[config.mk]
export PLATFORM = sky130hd
export DESIGN_NAME = regfile_write_sequencer
export DESIGN_NICKNAME = d
export VERILOG_FILES = /design/src/rtl/rf_pkg.sv /design/src/rtl/wb_grant_arbiter.sv /design/src/rtl/regfile_write_sequencer.sv
export SDC_FILE = /design/constraint.sdc
export NUM_CORES = 1
export LEC_CHECK = 0
export ABC_AREA = 1
export BUFFER_PORTS_ARGS = -buffer_cell sky130_fd_sc_hd__clkbuf_2
export CAP_MARGIN = 10
export CORE_UTILIZATION = 40
export DETAILED_ROUTE_END_ITERATION = 10
export PLACE_DENSITY = 0.68
export SLEW_MARGIN = 20
export SYNTH_ARGS = -nofsm -noshare
export SYNTH_HDL_FRONTEND = slang
export SYNTH_SLANG_ARGS = --single-unit
[constraint.sdc]
create_clock -name clock -period 4.2 [get_ports clock]
set_clock_uncertainty 0.1 [all_clocks]
set_input_delay 0.84 -clock clock [delete_from_list [all_inputs] [get_ports clock]]
set_output_delay 0.84 -clock clock [all_outputs]
set_load 0.02 [all_outputs]
[src/rtl/rf_pkg.sv]
// Shared register-file write-port definitions: geometry constants, sequencer states
// and the round-robin pointer increment helper.
package rf_pkg;

  localparam int RF_ADDR_WIDTH = 5;
  localparam int RF_DATA_WIDTH = 32;
  localparam int RF_REG_COUNT  = 2 ** RF_ADDR_WIDTH;

  typedef enum logic [0:0] {
    INIT = 1'b0,
    RUN  = 1'b1
  } wbseq_state_t;

  function automatic int rr_next(input int idx, input int n);
    return (idx + 1 >= n) ? 0 : idx + 1;
  endfunction

endpackage

[src/rtl/wb_grant_arbiter.sv]
// Writeback grant arbiter: one-hot grant plus index, combinational (zero latency), no backpressure of its own.
// WB_ARB_RR_EN builds round-robin with a rotating priority pointer; otherwise the lowest index wins.
module wb_grant_arbiter
  import rf_pkg::*;
#(
  parameter int NUM_REQ = 3,
  parameter int IDX_W   = $clog2(NUM_REQ)
) (
`ifdef WB_ARB_RR_EN
  input  logic               clock,
  input  logic               reset_n,
`endif
  input  logic [NUM_REQ-1:0] req,
  output logic [NUM_REQ-1:0] gnt,
  output logic [IDX_W-1:0]   gnt_idx
);

`ifdef WB_ARB_RR_EN
  logic [IDX_W-1:0] ptr_q, ptr_d;
  int               cand;

  always_comb begin
    gnt     = '0;
    gnt_idx = '0;
    cand    = 0;
    for (int k = 0; k < NUM_REQ; k++) begin
      cand = (int'(ptr_q) + k) % NUM_REQ;
      if (gnt == '0 && req[cand]) begin
        gnt[cand] = 1'b1;
        gnt_idx   = IDX_W'(cand);
      end
    end
  end

  // Pointer moves only on an actual grant; a masked request vector leaves it alone.
  always_comb begin
    ptr_d = ptr_q;
    if (gnt != '0) begin
      ptr_d = IDX_W'(rr_next(int'(gnt_idx), NUM_REQ));
    end
  end

  always_ff @(posedge clock or negedge reset_n) begin
    if (!reset_n) begin
      ptr_q <= '0;
    end else begin
      ptr_q <= ptr_d;
    end
  end
`else
  always_comb begin
    gnt     = '0;
    gnt_idx = '0;
    for (int i = NUM_REQ - 1; i >= 0; i--) begin
      if (req[i]) begin
        gnt     = '0;
        gnt[i]  = 1'b1;
        gnt_idx = IDX_W'(i);
      end
    end
  end
`endif

endmodule

[src/rtl/regfile_write_sequencer.sv]
// Register-file write-port owner: zero-fills every register after reset or init_start, then grants one writeback per cycle.
// Outputs registered (1-cycle latency), req_ready combinational and low during fill/init_start; WB_ARB_RR_EN selects round-robin.
module regfile_write_sequencer
  import rf_pkg::*;
#(
  parameter int NUM_REQ    = 3,
  parameter int DATA_WIDTH = RF_DATA_WIDTH,
  parameter int ADDR_WIDTH = RF_ADDR_WIDTH
) (
  input  logic                          clock,
  input  logic                          reset_n,
  input  logic                          init_start,
  input  logic [NUM_REQ-1:0]            req_valid,
  input  logic [NUM_REQ*ADDR_WIDTH-1:0] req_addr,
  input  logic [NUM_REQ*DATA_WIDTH-1:0] req_data,
  output logic [NUM_REQ-1:0]            req_ready,
  output logic                          rf_write_enable,
  output logic [ADDR_WIDTH-1:0]         rf_write_address,
  output logic [DATA_WIDTH-1:0]         rf_write_data,
  output logic                          init_done,
  output logic [15:0]                   drop_count
);

  localparam int IDX_W = $clog2(NUM_REQ);

  wbseq_state_t          state_q, state_d;
  logic [ADDR_WIDTH-1:0] cnt_q, cnt_d;
  logic                  we_q, we_d;
  logic [ADDR_WIDTH-1:0] addr_q, addr_d;
  logic [DATA_WIDTH-1:0] data_q, data_d;
  logic                  init_done_q, init_done_d;
  logic [15:0]           drop_q, drop_d;

  logic [NUM_REQ-1:0]    arb_req;
  logic [NUM_REQ-1:0]    gnt;
  logic [IDX_W-1:0]      gnt_idx;
  logic [ADDR_WIDTH-1:0] sel_addr;
  logic [DATA_WIDTH-1:0] sel_data;
  logic [ADDR_WIDTH-1:0] fill_addr;

  // Arbitration opens only once init_done is visible, and never while a restart is requested.
  assign arb_req = req_valid & {NUM_REQ{init_done_q & ~init_start}};

  wb_grant_arbiter #(
    .NUM_REQ (NUM_REQ),
    .IDX_W   (IDX_W)
  ) u_arb (
`ifdef WB_ARB_RR_EN
    .clock   (clock),
    .reset_n (reset_n),
`endif
    .req     (arb_req),
    .gnt     (gnt),
    .gnt_idx (gnt_idx)
  );

  assign sel_addr = req_addr[int'(gnt_idx) * ADDR_WIDTH +: ADDR_WIDTH];
  assign sel_data = req_data[int'(gnt_idx) * DATA_WIDTH +: DATA_WIDTH];

  always_comb begin
    state_d     = state_q;
    cnt_d       = cnt_q;
    we_d        = 1'b0;
    addr_d      = addr_q;
    data_d      = data_q;
    init_done_d = init_done_q;
    drop_d      = drop_q;
    fill_addr   = init_start ? '0 : cnt_q;
    if (init_start || state_q == INIT) begin
      // A restart emits the address-0 step on the very edge that samples it.
      we_d        = 1'b1;
      addr_d      = fill_addr;
      data_d      = '0;
      cnt_d       = fill_addr + 1'b1;
      state_d     = (fill_addr == '1) ? RUN : INIT;
      init_done_d = 1'b0;
    end else begin
      init_done_d = 1'b1;
      if (gnt != '0) begin
        if (sel_addr == '0) begin
          if (drop_q != 16'hFFFF) drop_d = drop_q + 16'd1;
        end else begin
          we_d   = 1'b1;
          addr_d = sel_addr;
          data_d = sel_data;
        end
      end
    end
  end

  always_ff @(posedge clock or negedge reset_n) begin
    if (!reset_n) begin
      state_q     <= INIT;
      cnt_q       <= '0;
      we_q        <= 1'b0;
      addr_q      <= '0;
      data_q      <= '0;
      init_done_q <= 1'b0;
      drop_q      <= '0;
    end else begin
      state_q     <= state_d;
      cnt_q       <= cnt_d;
      we_q        <= we_d;
      addr_q      <= addr_d;
      data_q      <= data_d;
      init_done_q <= init_done_d;
      drop_q      <= drop_d;
    end
  end

  assign req_ready        = gnt;
  assign rf_write_enable  = we_q;
  assign rf_write_address = addr_q;
  assign rf_write_data    = data_q;
  assign init_done        = init_done_q;
  assign drop_count       = drop_q;

endmodule
==> impl_metrics.yaml <==
outcome:
  status: "finished, final reports clean"
sta:
  report.final.hold_viol_count: 0
  final_critical_path_setup_slack_ns: 0.773
  slew_headroom: 0.479
  max_freq_mhz: 292
  min_period_ns: 3.43
  setup_violations: 0
  grt_setup_unrepaired: "no"
  post_route_fraction_of_the_period_consumed_by_the_critical_path: 0.816
  setup-tns-final_ns: 0
  worst-slew-pin-transition_ns: 0.779
  maxSlewViolCount: 0
global_routing:
  first_global_vias: 3957
  grt_first_pass_wirelength_um: 19000
  pin_count_of_the_biggest_net_entering_global_routing: 60
  groute.usage.overall: 0.235
  globalRoute.totalOverflow: 0
  antenna_violations_before_repair: 0
cts:
  tritoncts_num_sinks: 61
  cts_htree_levels: 3
  cts_hold_buf: 0
  clk_path_buf_depth: 2
  insertion_delay_ns: 0.34
  number_of_setup_buffers_added_after_cts: 0
  number_of_buffers_inserted_during_clock_tree_synthesis: 9
  clk_transition_reported_paths_ns: 0.07
  cts-resized-gates: 0
  cts_tree: "built"
  ctsRootBufferMaster: "sky130_fd_sc_hd__clkbuf_8"
floorplanning:
  ios: 175
  fp-row-count: 36
  dieWidth_um: 103
  floorplan.core_area_um2: 9820
  chipHeight_um: 103
  die-area_um2: 10600
  initial_core_util: 0.416
layout:
  syn2layout_area_growth_pct: 26.6
  fillCellCount: 1016
  layout-drive-gt1-share: 0.295
  design.final.nets: 865
  final_area_um2: 5180
  insertedDiodeCount: 0
  final-instance-count-excl-fill: 883
drt:
  drt.antenna.violating_nets: 0
  wirelength_um: 12300
  routed_length_per_instance_um: 13.9
  vias_post_dr: 4405
  avgViaCountPerCell: 4.99
  drt-initial-drc-count: 184
  pre_repair_dr_iteration_count: 4
  detail_route.drc_violations: 0
synthesis:
  synthesis.yosys.warnings: 0
  syn-num-nets: 711
  netlist-cell-type-count: 30
  synthesis_stage_register_bit_count: 61
  synth_sequential_area_ratio: 0.373
  synthesis.area_per_instance_um2: 6.92
  post_synth_inst_count: 591
  syn_std_cell_area_um2: 4090
hold_path:
  min_delay_path_class: "reg2reg"
place:
  place.port_buffers: 174
  gpl_congestion: 0.957
  hpwlAfterDp_um: 9340
  place_ws_ns: 0.473
  placed_area_um2: 4960
  dp_cells: 867
critical_path:
  arrival_ns: 3.60
  critPathMaxFanout: 38
  timing.critical_path.from_type: "input port"
  timing.setup.critical_path_class: "in2reg"
  crit_required_ns: 4.37
  critPathCaptureType: "flop"
flow_run:
  drv.max_cap_violation_count: 0
power_and_ir_drop:
  vdd.ir_drop.worst_uv: 123
  cellLeakagePower_nw: 2.94
  power.density_cell_area_nw_per_um2: 244
[metal layers]
layer	global-route usage	part of all wire	vias up
met1	0.306	0.44	2022
li1	-	-	2231
met3	0.0502	0.065	6
met2	0.386	0.49	146
met4	0.0802	0.0067	0
met5	0	0	-
[synth_stat cells]
library cell               instances  share of area
sky130_fd_sc_hd__nand2_1         241           0.22
sky130_fd_sc_hd__nand3_1          66          0.081
sky130_fd_sc_hd__dfrtp_1          61           0.37
sky130_fd_sc_hd__nor3_1           25          0.031
sky130_fd_sc_hd__inv_1            23          0.021
sky130_fd_sc_hd__nand4_1          23          0.035
sky130_fd_sc_hd__clkbuf_1         21          0.019
sky130_fd_sc_hd__o21ai_0          21          0.026
sky130_fd_sc_hd__nor3b_1          17          0.031
sky130_fd_sc_hd__nor2_1           16          0.015
sky130_fd_sc_hd__a21oi_1          15          0.018
sky130_fd_sc_hd__nand2_2          13          0.020
sky130_fd_sc_hd__xor2_1           10          0.021
sky130_fd_sc_hd__buf_6             7          0.019
sky130_fd_sc_hd__buf_2             6         0.0073
sky130_fd_sc_hd__xnor2_1           5          0.011
sky130_fd_sc_hd__buf_1             3         0.0028
sky130_fd_sc_hd__ha_1              3         0.0092
sky130_fd_sc_hd__nand3_2           3         0.0073
sky130_fd_sc_hd__nor2_8            2         0.0098
sky130_fd_sc_hd__and3_1            1         0.0015
sky130_fd_sc_hd__buf_4             1         0.0018
sky130_fd_sc_hd__buf_8             1         0.0037
sky130_fd_sc_hd__clkinv_1          1        0.00092
sky130_fd_sc_hd__inv_2             1        0.00092
sky130_fd_sc_hd__nand2_4           1         0.0028
sky130_fd_sc_hd__nand4_2           1         0.0031
sky130_fd_sc_hd__nor2_4            1         0.0028
sky130_fd_sc_hd__o21a_1            1         0.0018
sky130_fd_sc_hd__or2_2             1         0.0015
[final timing paths]
check	from	endpoint	slack, ns	cells past startpoint
min in group asynchronous	reset_n	drop_count[11]	0.39	1
max	init_start	rf_write_data[2]	0.77	12
min	rf_write_address[4]	rf_write_address[4]	0.38	2
max reg2reg	init_done	rf_write_data[2]	1.04	13
max in group asynchronous	reset_n	rf_write_data[2]	3.04	2
min reg2reg	rf_write_address[4]	rf_write_address[4]	0.38	2
[cell families (layout without fill, tap and decap cells)]
group | after synthesis | count (layout) | synth area share
compound gates | 37 | 37 | 0.0459
xor+xnor | 15 | 15 | 0.0321
fa+ha+maj | 3 | 3 | 0.00918
buf+inv | 64 | 223 | 0.0771
flops | 61 | 61 | 0.373
simple gates | 411 | 411 | 0.462
[registers in the layout, summed over array words and instances (netlist names)]
register,count
init_done,1
rf_write_data,32
cnt_q,5
rf_write_enable,1
drop_count,16
rf_write_address,5
state_q,1
[metrics by stage]
stage,util,hold WS [ns],power (mW)
after floorplan,-,0.386,0.654
after global placement,0.506,0.357,0.733
after detailed placement,0.506,0.365,0.734
after CTS,0.527,0.386,1.28
after global routing,0.527,0.407,1.32
final,0.527,0.381,1.26
[power breakdown]
group,switching (mW),internal (mW)
Sequential,0.00382,0.594
Clock,0.236,0.306
Combinational,0.0642,0.0600
Total,0.304,0.960
[cell usage in the layout, fill, tap and decap left out, types with 2 or more instances in the layout]
cell type / n
sky130_fd_sc_hd__nand2_2: 13
sky130_fd_sc_hd__dfrtp_1: 61
sky130_fd_sc_hd__nor3_1: 25
sky130_fd_sc_hd__a21oi_1: 15
sky130_fd_sc_hd__buf_4: 9
sky130_fd_sc_hd__clkbuf_2: 173
sky130_fd_sc_hd__clkbuf_8: 11
sky130_fd_sc_hd__xnor2_1: 5
sky130_fd_sc_hd__nand3_1: 66
sky130_fd_sc_hd__nand3_2: 3
sky130_fd_sc_hd__ha_1: 3
sky130_fd_sc_hd__inv_1: 23
sky130_fd_sc_hd__clkinvlp_4: 2
sky130_fd_sc_hd__nor3b_1: 17
sky130_fd_sc_hd__nand2_1: 241
sky130_fd_sc_hd__nand4_1: 23
sky130_fd_sc_hd__nor2_1: 16
sky130_fd_sc_hd__xor2_1: 10
sky130_fd_sc_hd__o21ai_0: 21
sky130_fd_sc_hd__nor2_8: 2
[layout make-up]
class	instances	area (um2)	area share
Tap cell	133	166	0.0321
Inverter	25	93.8	0.0181
Timing Repair Buffer	182	933	0.180
Sequential cell	61	1530	0.295
Clock inverter	5	58.8	0.0114
Multi-Input combinational cell	466	2250	0.434
Clock buffer	11	151	0.0292
[critical path: stages]
cell and delay [ns]:
sky130_fd_sc_hd__clkbuf_2 0.19, sky130_fd_sc_hd__nor2_8 0.20, sky130_fd_sc_hd__nand3_2 0.26, sky130_fd_sc_hd__nand2_1 0.14
sky130_fd_sc_hd__nand2_1 0.06, sky130_fd_sc_hd__nand2_1 0.05, sky130_fd_sc_hd__nand2_1 0.11, sky130_fd_sc_hd__nor2_4 0.44
sky130_fd_sc_hd__nand2_4 0.36, sky130_fd_sc_hd__nand2_2 0.70, sky130_fd_sc_hd__nand2_1 0.12, sky130_fd_sc_hd__nand2_1 0.09
No activity file was read; power rests on OpenSTA's default activity.
